## src/rtl/adc_fmt_pkg.sv

```systemverilog
// rtl/adc_fmt_pkg.sv - shared encodings and index helpers for the ADC sample formatter
package adc_fmt_pkg;

  // pattern_sel encodings; 3 falls back to live ADC data
  localparam logic [1:0] PAT_ADC   = 2'd0;
  localparam logic [1:0] PAT_RAMP  = 2'd1;
  localparam logic [1:0] PAT_FIXED = 2'd2;

  // Source lane for output slot when the lanes carry ch interleaved channels:
  // consecutive slots walk across channels, each channel owning lanes/ch lanes.
  function automatic int unsigned lane_index(input int unsigned slot,
                                             input int unsigned ch,
                                             input int unsigned lanes);
    return (slot % ch) * (lanes / ch) + slot / ch;
  endfunction

  // Limit log2(channel count) to what the build supports
  function automatic logic [1:0] clamp_mode(input logic [1:0] mode,
                                            input logic [1:0] max_log2);
    return (mode > max_log2) ? max_log2 : mode;
  endfunction

endpackage

```

## src/rtl/adc_sample_formatter_if.sv

```systemverilog
// rtl/adc_sample_formatter_if.sv - sample word in / packed beat out bundle
interface adc_sample_formatter_if #(
  parameter int LANES    = 8,
  parameter int SAMPLE_W = 8,
  parameter int PACK     = 2
);

  logic                              in_valid;
  logic [LANES*SAMPLE_W-1:0]         in_data;
  logic                              out_valid;
  logic [PACK*LANES*SAMPLE_W-1:0]    out_data;
  logic                              out_first;

  modport master (
    output in_valid,
    output in_data,
    input  out_valid,
    input  out_data,
    input  out_first
  );

  modport slave (
    input  in_valid,
    input  in_data,
    output out_valid,
    output out_data,
    output out_first
  );

endinterface

```

## src/rtl/adc_cfg_sync.sv

```systemverilog
// rtl/adc_cfg_sync.sv - config synchronisers, change detection and guard counter
module adc_cfg_sync
  import adc_fmt_pkg::*;
#(
  parameter int GUARD = 2
) (
  input  logic       adc_divclk,
  input  logic       adc_aresetn,
  input  logic [1:0] ch_mode_async,
  input  logic [1:0] pattern_sel_async,
  input  logic       in_valid,
  output logic       apply,
  output logic       discard,
  output logic [1:0] cfg_mode,
  output logic [1:0] cfg_pat,
  output logic [1:0] next_pat
);

  localparam int GW = (GUARD < 1) ? 1 : $clog2(GUARD + 1);

  logic [3:0]    sync1, sync2, sync3;
  logic [3:0]    active;
  logic [GW-1:0] guard_cnt;

  // New config takes effect on the edge after the synced value differs
  assign apply    = (sync3 != active);
  // The word on the change edge belongs to neither config, so it is dropped too
  assign discard  = in_valid && (apply || (guard_cnt != '0));
  assign cfg_mode = active[3:2];
  assign cfg_pat  = active[1:0];
  assign next_pat = sync3[1:0];

  // Three-flop synchronisers, active config register and guard countdown
  always_ff @(posedge adc_divclk or negedge adc_aresetn) begin
    if (!adc_aresetn) begin
      sync1     <= '0;
      sync2     <= '0;
      sync3     <= '0;
      active    <= '0;
      guard_cnt <= '0;
    end else begin
      sync1 <= {ch_mode_async, pattern_sel_async};
      sync2 <= sync1;
      sync3 <= sync2;
      if (apply) begin
        active    <= sync3;
        guard_cnt <= GW'(GUARD);
      end else if (in_valid && (guard_cnt != '0)) begin
        guard_cnt <= guard_cnt - GW'(1);
      end
    end
  end

endmodule

```

## src/rtl/adc_sample_formatter.sv

```systemverilog
// rtl/adc_sample_formatter.sv - ADC lane conversion, interleave reorder, test patterns and packing
module adc_sample_formatter
  import adc_fmt_pkg::*;
#(
  parameter int               LANES    = 8,
  parameter int               SAMPLE_W = 8,
  parameter int               MAX_CH   = 4,
  parameter int               PACK     = 2,
  parameter int               GUARD    = 2,
  parameter logic [LANES-1:0] POL_INV  = 8'b1111_1011
) (
  input  logic                   adc_divclk,
  input  logic                   adc_aresetn,
  adc_sample_formatter_if.slave  bus,
  input  logic [1:0]             ch_mode_async,
  input  logic [1:0]             pattern_sel_async,
  output logic [1:0]             mode_active,
  output logic [15:0]            drop_count
);

  localparam int         WORD_W   = LANES * SAMPLE_W;
  localparam int         LW       = (LANES > 1) ? $clog2(LANES) : 1;
  localparam int         PW       = (PACK > 1) ? $clog2(PACK) : 1;
  localparam logic [1:0] MAX_LOG2 = 2'($clog2(MAX_CH));
  localparam logic [PW-1:0] LAST_SLOT = PW'(PACK - 1);

  logic       apply, discard, accept;
  logic [1:0] cfg_mode, cfg_pat, next_pat;

  logic [SAMPLE_W-1:0] conv  [LANES];
  logic [SAMPLE_W-1:0] reord [LANES];
  logic [LW-1:0]       src_idx;
  logic [WORD_W-1:0]   fmt_word;
  logic [SAMPLE_W-1:0] ramp;

  logic                          s1_valid;
  logic [WORD_W-1:0]             s1_data;
  logic [PW-1:0]                 pack_cnt;
  logic [PACK-1:0][WORD_W-1:0]   pack_buf, beat_next;
  logic                          first_armed;
  logic [7:0]                    drop_inc;
  logic [16:0]                   drop_sum;

  adc_cfg_sync #(.GUARD(GUARD)) u_cfg_sync (
    .adc_divclk        (adc_divclk),
    .adc_aresetn       (adc_aresetn),
    .ch_mode_async     (ch_mode_async),
    .pattern_sel_async (pattern_sel_async),
    .in_valid          (bus.in_valid),
    .apply             (apply),
    .discard           (discard),
    .cfg_mode          (cfg_mode),
    .cfg_pat           (cfg_pat),
    .next_pat          (next_pat)
  );

  assign mode_active = clamp_mode(cfg_mode, MAX_LOG2);
  assign accept      = bus.in_valid && !discard;

  // Offset binary to two's complement, channel reorder, then pattern substitution
  always_comb begin
    src_idx  = '0;
    fmt_word = '0;
    for (int i = 0; i < LANES; i++) begin
      conv[i]  = bus.in_data[i*SAMPLE_W +: SAMPLE_W];
      if (POL_INV[i]) begin
        conv[i][SAMPLE_W-2:0] = ~conv[i][SAMPLE_W-2:0];
      end else begin
        conv[i][SAMPLE_W-1]   = ~conv[i][SAMPLE_W-1];
      end
      reord[i] = conv[i];
    end
    for (int m = 0; m <= int'(MAX_LOG2); m++) begin
      if (int'(mode_active) == m) begin
        for (int j = 0; j < LANES; j++) begin
          src_idx  = LW'(lane_index(j, 1 << m, LANES));
          reord[j] = conv[src_idx];
        end
      end
    end
    for (int j = 0; j < LANES; j++) begin
      case (cfg_pat)
        PAT_RAMP:  fmt_word[j*SAMPLE_W +: SAMPLE_W] = ramp;
        PAT_FIXED: fmt_word[j*SAMPLE_W +: SAMPLE_W] = SAMPLE_W'(j * 32'h11);
        default:   fmt_word[j*SAMPLE_W +: SAMPLE_W] = reord[j];
      endcase
    end
  end

  // Beat as it will look once the staged word lands in its slot
  always_comb begin
    beat_next           = pack_buf;
    beat_next[pack_cnt] = s1_data;
  end

  // Words lost this cycle: a discarded input plus, on a config change,
  // the partial pack and any word still sitting in stage 1
  always_comb begin
    drop_inc = 8'(discard);
    if (apply) begin
      drop_inc = drop_inc + 8'(pack_cnt) + 8'(s1_valid);
    end
    drop_sum = {1'b0, drop_count} + 17'(drop_inc);
  end

  // Stage 1: register the formatted word and advance the ramp
  always_ff @(posedge adc_divclk or negedge adc_aresetn) begin
    if (!adc_aresetn) begin
      s1_valid <= 1'b0;
      s1_data  <= '0;
      ramp     <= '0;
    end else begin
      s1_valid <= accept;
      if (accept) begin
        s1_data <= fmt_word;
      end
      if (apply && (next_pat == PAT_RAMP)) begin
        ramp <= '0;
      end else if (accept) begin
        ramp <= ramp + SAMPLE_W'(1);
      end
    end
  end

  // Stage 2: pack words into a beat, strobe it, track first beat and drops
  always_ff @(posedge adc_divclk or negedge adc_aresetn) begin
    if (!adc_aresetn) begin
      pack_cnt      <= '0;
      pack_buf      <= '0;
      first_armed   <= 1'b1;
      drop_count    <= '0;
      bus.out_valid <= 1'b0;
      bus.out_data  <= '0;
      bus.out_first <= 1'b0;
    end else begin
      drop_count    <= drop_sum[16] ? 16'hFFFF : drop_sum[15:0];
      bus.out_valid <= 1'b0;
      bus.out_first <= 1'b0;
      if (apply) begin
        pack_cnt    <= '0;
        first_armed <= 1'b1;
      end else if (s1_valid) begin
        pack_buf <= beat_next;
        if (pack_cnt == LAST_SLOT) begin
          pack_cnt      <= '0;
          bus.out_valid <= 1'b1;
          bus.out_data  <= beat_next;
          bus.out_first <= first_armed;
          first_armed   <= 1'b0;
        end else begin
          pack_cnt <= pack_cnt + PW'(1);
        end
      end
    end
  end

endmodule

```

## src/flat_wrapper.sv

```systemverilog
// flat-port wrapper written by rule: the top's interface ports become plain ports
module adc_sample_formatter_flat import adc_fmt_pkg::*;
#(
  parameter int               LANES    = 8,
  parameter int               SAMPLE_W = 8,
  parameter int               MAX_CH   = 4,
  parameter int               PACK     = 2,
  parameter int               GUARD    = 2,
  parameter logic [LANES-1:0] POL_INV  = 8'b1111_1011
)
  (adc_divclk, adc_aresetn, ch_mode_async, pattern_sel_async, mode_active, drop_count, bus_in_valid, bus_in_data, bus_out_valid, bus_out_data, bus_out_first);
  adc_sample_formatter_if #(.LANES(LANES), .SAMPLE_W(SAMPLE_W), .PACK(PACK)) bus_i ();
  input  logic adc_divclk;
  input  logic adc_aresetn;
  input  logic [1:0] ch_mode_async;
  input  logic [1:0] pattern_sel_async;
  output logic [1:0] mode_active;
  output logic [15:0] drop_count;
  input wire logic [$bits(bus_i.in_valid)-1:0] bus_in_valid;
  input wire logic [$bits(bus_i.in_data)-1:0] bus_in_data;
  output wire logic [$bits(bus_i.out_valid)-1:0] bus_out_valid;
  output wire logic [$bits(bus_i.out_data)-1:0] bus_out_data;
  output wire logic [$bits(bus_i.out_first)-1:0] bus_out_first;
  assign bus_i.in_valid = bus_in_valid;
  assign bus_i.in_data = bus_in_data;
  assign bus_out_valid = bus_i.out_valid;
  assign bus_out_data = bus_i.out_data;
  assign bus_out_first = bus_i.out_first;
  adc_sample_formatter #(.LANES(LANES), .SAMPLE_W(SAMPLE_W), .MAX_CH(MAX_CH), .PACK(PACK), .GUARD(GUARD), .POL_INV(POL_INV)) u_core (.adc_divclk(adc_divclk), .adc_aresetn(adc_aresetn), .bus(bus_i), .ch_mode_async(ch_mode_async), .pattern_sel_async(pattern_sel_async), .mode_active(mode_active), .drop_count(drop_count));
endmodule
```

## config.mk

```make
export PLATFORM = sky130hd
export DESIGN_NAME = adc_sample_formatter_flat
export DESIGN_NICKNAME = d
export VERILOG_FILES = /design/src/rtl/adc_fmt_pkg.sv /design/src/rtl/adc_sample_formatter_if.sv /design/src/rtl/adc_cfg_sync.sv /design/src/rtl/adc_sample_formatter.sv /design/src/flat_wrapper.sv
export SDC_FILE = /design/constraint.sdc
export NUM_CORES = 1
export LEC_CHECK = 0
export ABC_CLOCK_PERIOD_IN_PS = 5320
export CORE_MARGIN = 1
export CORE_UTILIZATION = 30
export CTS_CLUSTER_DIAMETER = 200
export CTS_CLUSTER_SIZE = 16
export DETAILED_ROUTE_END_ITERATION = 16
export PLACE_DENSITY = 0.61
export SYNTH_ARGS = -nofsm -noshare
export SYNTH_HDL_FRONTEND = slang
export SYNTH_SLANG_ARGS = --single-unit
```

## constraint.sdc

```tcl
create_clock -name adc_divclk -period 5.32 [get_ports adc_divclk]
set_clock_uncertainty 0.15 [all_clocks]
set_input_delay 0.532 -clock adc_divclk [delete_from_list [all_inputs] [get_ports adc_divclk]]
set_output_delay 0.532 -clock adc_divclk [all_outputs]
set_load 0.02 [all_outputs]
```

-- Word-level counts from Yosys, hierarchy flattened
Cells that the tools add are included.
- add/sub/neg operators: 6
- $mul: 0
- div/mod/pow operators: 0
- magnitude comparators: 3
- equality and inequality tests: 6
- shift operators: 0
- mux-type cells: 32
- bitwise gates (word level): 9
- reductions and logical operators: 15
- operators with widths (cell ; number):
    128-bit bitwise mux ; 1
    8-bit case mux with 2 select lines ; 8
    56-bit 2-to-1 mux ; 2
    64-bit demux with 1-bit select ; 1
    64-bit 2-to-1 mux ; 1
    7-bit NOT ; 7
    8-bit 2-to-1 mux ; 3
    16-bit by 8-bit adder with 17-bit output ; 1
    16-bit 2-to-1 mux ; 1
    1-bit 2-to-1 mux ; 12
    2-bit nonzero test ; 5
    8-bit by 1-bit adder with 8-bit output ; 1
    8-bit by 1-bit adder with 8-bit output (second input constant) ; 1
    2-bit == test (second input constant) ; 3
    2-bit 2-to-1 mux ; 3
    1-bit logical AND ; 5
    2-bit by 1-bit == test with 1-bit output (second input constant) ; 2
    4-bit inequality test ; 1
    2-bit AND reduction ; 2
    3-bit AND reduction ; 1
    1-bit by 1-bit adder with 2-bit output ; 1
    2-bit > comparator (second input constant) ; 1
    1-bit by 2-bit < comparator with 1-bit output (second input constant) ; 1
    1-bit NOT ; 2
    5 further kinds ; 5
- bits in registers: 367
- bits in latches: 0
- memory bits (writable): 0
- memory bits (read-only): 0
- bits of input ports: 71
- memories: 0

-- Logic depth before layout (Yosys ltp)
- word-level depth: 8
- mapped depth: 15

-- Modules after synthesis
A second synthesis with hierarchy kept.
- cells, all modules: 1291
- area total of the unflattened synthesis: 12932.4 µm²
- modules (own cells, without submodules) (module ; times used ; cells an instance ; area an instance (µm²) ; seq. area each (µm²)):
    adc_sample_formatter ; 1 ; 1252 ; 12344.3 ; 7133.1
    adc_cfg_sync ; 1 ; 39 ; 588.1 ; 450.4

-- Least setup slack after synthesis
No wires, ideal clock.
- kind: reg-to-reg
- start point: register u_core.u_cfg_sync.active[2]
- end point: register u_core.drop_count[13]
- setup time: 0.066 ns
- data arrival time: 3.517 ns
- required time: 5.104 ns
- path slack: 1.587 ns
- stages on the path, launching flop included: 16
- buffers on the path: 2
- period minus slack after synthesis: 3.733 ns
- cell sequence: dfrtp_1 xnor2_1 and4_1 buf_4 nand2_1 and2_1 ha_1 ha_1 ha_1 and2_1 ha_1 a21oi_1 or3_1 or4_4 buf_6 nand2_2
- word-level cells in the longest chain between the ends: 8
- RTL lines (item ; RTL line ; RTL):
    from (decl) ; adc_cfg_sync.sv:22 ; logic [3:0] active;
    from (signal assigned) ; adc_cfg_sync.sv:46 ; active <= sync3;
    4-bit inequality test * ; adc_cfg_sync.sv:26 ; assign apply = (sync3 != active);
    1-bit logical OR ; adc_cfg_sync.sv:28 ; assign discard = in_valid && (apply || (guard_cnt != '0));
    1-bit logical AND ; adc_cfg_sync.sv:28 ;
    1-bit by 1-bit adder with 2-bit output ; adc_sample_formatter.sv:101 ; drop_inc = drop_inc + 8'(pack_cnt) + 8'(s1_valid);
    8-bit by 1-bit adder with 8-bit output ; adc_sample_formatter.sv:101 ;
    8-bit 2-to-1 mux * ; adc_sample_formatter.sv:100 ; if (apply) begin
    16-bit by 8-bit adder with 17-bit output * ; adc_sample_formatter.sv:103 ; drop_sum = {1'b0, drop_count} + 17'(drop_inc);
    16-bit 2-to-1 mux * ; adc_sample_formatter.sv:136 ; drop_count <= drop_sum[16] ? 16'hFFFF : drop_sum[15:0];
    to (signal assigned) ; adc_sample_formatter.sv:136 ;
    to (decl) ; adc_sample_formatter.sv:18 ; output logic [15:0] drop_count
Every way passes the cells marked *; elsewhere a longest branch is shown, timed or not.
A chain may end at the register's enable or synchronous reset.

-- Worst setup path in the final report
- start point: register u_core.u_cfg_sync.active[3]
- end point: register u_core.drop_count[1]
Same word-level chain as after synthesis.

==> metrics.txt <==
Net Sw Frac=0.2547; Boundary Pins=219; Leakage=7.754 nW; post-layout net count=1,295; Comb power frac=0.104; Max Slew Vio Count=0; syn_nets=1,111; Placed Cells=1,772; clk slew on worst S/H paths=0.08 ns; sequential fraction of the synthesis area=0.5763; Setup crit end kind=flip-flop; Synth Warn #=0; commonest non-fill, non-tap cells in the layout=300 x dfrtp_1, 217 x clkdlybuf4s50_1, 127 x mux2_1, 104 x mux2_2, 87 x o21ai_0; Via density=4.859; final design utilization=0.3812; CP required=5.65 ns; fin crit share=0.8140; Layout fillers=4,213; Hold Fails Final Rpt=0; Initial DRC Count=586; CTS buffer count=22; PwrDens=273.6 nW/um^2; Peak VDD IR=0.0001845 V; hold path depth=0; drt pass-1 iters=8; Clock Tree Buf Depth=3; Final min period=4.331 ns; Synth Cell Area=13,160 sq um; Vias=8,781; cell-internal power=3.356 mW; layout cells sized above 1=0.1386; setup violators final=0; die area=44,710 sq um; end of the critical path=u_core.drop_count[1]; hold crit path type=reg -> reg; Post-DP HPWL=25.30 mm; Synth Area per Inst=12.80 sq um; core box area=43,170 sq um; final setup TNS=0 ns; CP Launch Type=flip-flop; drt wl/cell=20.22 microns; R2R Setup Slk=0.99 ns; grt total ovfl=0; Worst Path Class, Setup=reg -> reg; clock network fraction of design power=0.352; Chip Width=211.4 microns; CP Max Fanout=13; largest net degree at the start of global routing=119; first-pass GRT wire length=55.87 mm; Clock Latency Late Sink=0.54 ns; H-tree depth=1; status=finished, final reports clean; Slew @ Worst Pin=0.9127 ns; Top FF cell, synth=dfrtp_1; Port Buffers=218; Post-DP Area=15,840 sq um; Clock Sinks=303; CTS root buf=clkbuf_16; Post-route DRC=0; Total GRT Usage=0.1651; PostCTS Resize Cnt=0; FFs w/ async S/R, synth=1.000; critical path startpoint=u_core.u_cfg_sync.active[3]; initial antenna violation count=1; CTS tree=yes; Area Growth Syn to Fin=25.06%; f_max=230.9 MHz; Starting Density=0.3048; sequential share of power=0.544; Reg-to-Reg End=u_core.drop_count[1]; #FFs+latches synth=303; EDFF count, synth=0; Final ANT Viol Nets=0; most common cell after layout, fill and taps aside=dfrtp_1; cell count after synthesis=1,028; Sw Pwr=1.147 mW; Max-slew headroom=0.3879; Post-Route WL=36.55 mm; # rows=76; die height=211.4 microns; post-route insts no fill=1,807; Synth cell types=50; final instance area=16,460 sq um; worst r2r src=u_core.u_cfg_sync.active[3]; worst r2r path cells=13; RSZ-0062 raised after global routing=no; max cap viols=0; crit path DAT=4.66 ns; vias in the first global route=8,842; RePlAce Congestion=0.7884
worst min-delay path by stage:
stage | startpoint | to | slack (ns)
floorplan | adc_aresetn | u_core.bus.out_data[0] | 0.09
global placement | u_core.u_cfg_sync.sync2[3] | u_core.u_cfg_sync.sync3[3] | 0.19
detailed placement | u_core.u_cfg_sync.sync2[3] | u_core.u_cfg_sync.sync3[3] | 0.19
CTS | u_core.u_cfg_sync.sync1[0] | u_core.u_cfg_sync.sync2[0] | 0.20
global route | u_core.u_cfg_sync.sync1[2] | u_core.u_cfg_sync.sync2[2] | 0.20
finish | u_core.u_cfg_sync.sync1[0] | u_core.u_cfg_sync.sync2[0] | 0.20
what timing repair did:
action / CTS / global route
buffers inserted: 0 / 0
hold buffers: 1 / 0
endpoints found under the hold margin: 87 / 0
per-stage QoR:
stage | setup slack, ns | power (mW) | hold slack, ns
2_1_floorplan | 1.587 | 2.704 | 0.08641
3_5_place_dp | 0.9932 | 2.968 | 0.1864
6_report | 0.9894 | 4.503 | 0.1950
3_3_place_gp | 1.071 | 2.959 | 0.1854
5_1_grt | 0.6852 | 4.729 | 0.2023
4_1_cts | 0.9813 | 4.592 | 0.2002
final cells by class:
| type | instances | area, sq um | area share |
|---|---|---|---|
| multi-input cells | 636 | 5152 | 0.3131 |
| well taps | 585 | 732.0 | 0.04447 |
| clock buffers | 31 | 605.6 | 0.03679 |
| inverters | 16 | 60.06 | 0.003649 |
| repair buffers | 233 | 2315 | 0.1406 |
| diodes | 3 | 7.507 | 0.0004561 |
| flip-flops and latches | 303 | 7586 | 0.4609 |
metal layers:
metal  up-vias  GRT usage  share of wire
met5         -          0        0.00030
met4         2    0.03123          0.015
met3        35    0.03575          0.062
met2       232     0.2525           0.44
met1      4484     0.2400           0.48
li1       4028          -              -
synthesized netlist by cell type, types with 2 or more instances:
| cell | number | area share |
|---|---|---|
| o21ai_0 | 87 | 0.033 |
| nor3b_1 | 4 | 0.0023 |
| mux2i_1 | 29 | 0.022 |
| and2_1 | 5 | 0.0024 |
| clkbuf_1 | 35 | 0.010 |
| a2bb2oi_1 | 8 | 0.0053 |
| or2_2 | 8 | 0.0038 |
| fa_1 | 2 | 0.0030 |
| nand3_2 | 2 | 0.0015 |
| nand2_1 | 53 | 0.015 |
| a211oi_1 | 8 | 0.0046 |
| mux2_2 | 104 | 0.089 |
| nand3_1 | 8 | 0.0030 |
| nor2b_1 | 5 | 0.0024 |
| nand2_2 | 10 | 0.0048 |
| xnor2_1 | 16 | 0.011 |
| buf_1 | 4 | 0.0011 |
| and4_1 | 3 | 0.0020 |
| a21o_1 | 11 | 0.0063 |
| or2b_1 | 2 | 0.0011 |
| buf_6 | 5 | 0.0043 |
| or3_1 | 5 | 0.0024 |
| nand4_1 | 5 | 0.0024 |
| ha_1 | 10 | 0.0095 |
| a222oi_1 | 5 | 0.0038 |
| nor2_1 | 29 | 0.0083 |
| dfrtp_1 | 302 | 0.57 |
| a31oi_1 | 7 | 0.0033 |
| a21oi_1 | 46 | 0.017 |
| and3_1 | 2 | 0.00095 |
| a2111oi_0 | 8 | 0.0053 |
| a221oi_1 | 4 | 0.0027 |
| buf_4 | 12 | 0.0068 |
| inv_1 | 15 | 0.0043 |
| nor3_1 | 7 | 0.0027 |
| nand2b_1 | 3 | 0.0014 |
| buf_2 | 17 | 0.0065 |
| mux2_1 | 127 | 0.11 |
| a211o_1 | 4 | 0.0027 |
logic make-up (layout without fill, tap and decap cells):
logic type,count (synthesis),after routing,share of synthesized area
AOI/OAI and AO/OA,191,191,0.08642
xor gates and xnor gates,16,16,0.01065
adders and majority gates,12,12,0.01255
buffers and inverters,89,280,0.03328
DFF,303,303,0.5763
muxes,260,260,0.2197
other,0,3,0
and+or+nand+nor,157,157,0.06113
critical path: stages (launching register included):
cell and delay, ns:
dfrtp_2 0.41, xnor2_1 0.27, and4_1 0.52, nand2_1 0.13
and2_1 0.18, ha_1 0.27, ha_1 0.18, ha_1 0.17
and2_1 0.14, ha_1 0.34, a21oi_1 0.20, or3_1 0.43
or4_4 0.68, or2b_1 0.21
sequential cells by signal, indices dropped and copies added (netlist names):
register	count
u_core.u_cfg_sync.sync3	4
u_core.pack_buf	64
u_core.s1_data	64
u_core.s1_valid	1
u_core.bus.out_first	1
u_core.u_cfg_sync.active	4
u_core.u_cfg_sync.sync1	4
u_core.first_armed	1
u_core.drop_count	16
u_core.u_cfg_sync.guard_cnt	2
u_core.ramp	8
u_core.u_cfg_sync.sync2	4
u_core.bus.out_valid	1
u_core.pack_cnt	1
u_core.bus.out_data	128
power groups by stage:
| stage | sequential (mW) | clock (mW) | combinational (mW) |
|---|---|---|---|
| after floorplan | 2.49 | 0 | 0.214 |
| after global placement | 2.50 | 0 | 0.463 |
| after detailed placement | 2.50 | 0 | 0.473 |
| after CTS | 2.45 | 1.66 | 0.476 |
| after global routing | 2.46 | 1.74 | 0.521 |
| final | 2.45 | 1.58 | 0.468 |
No activity file was read; power rests on OpenSTA's default activity.
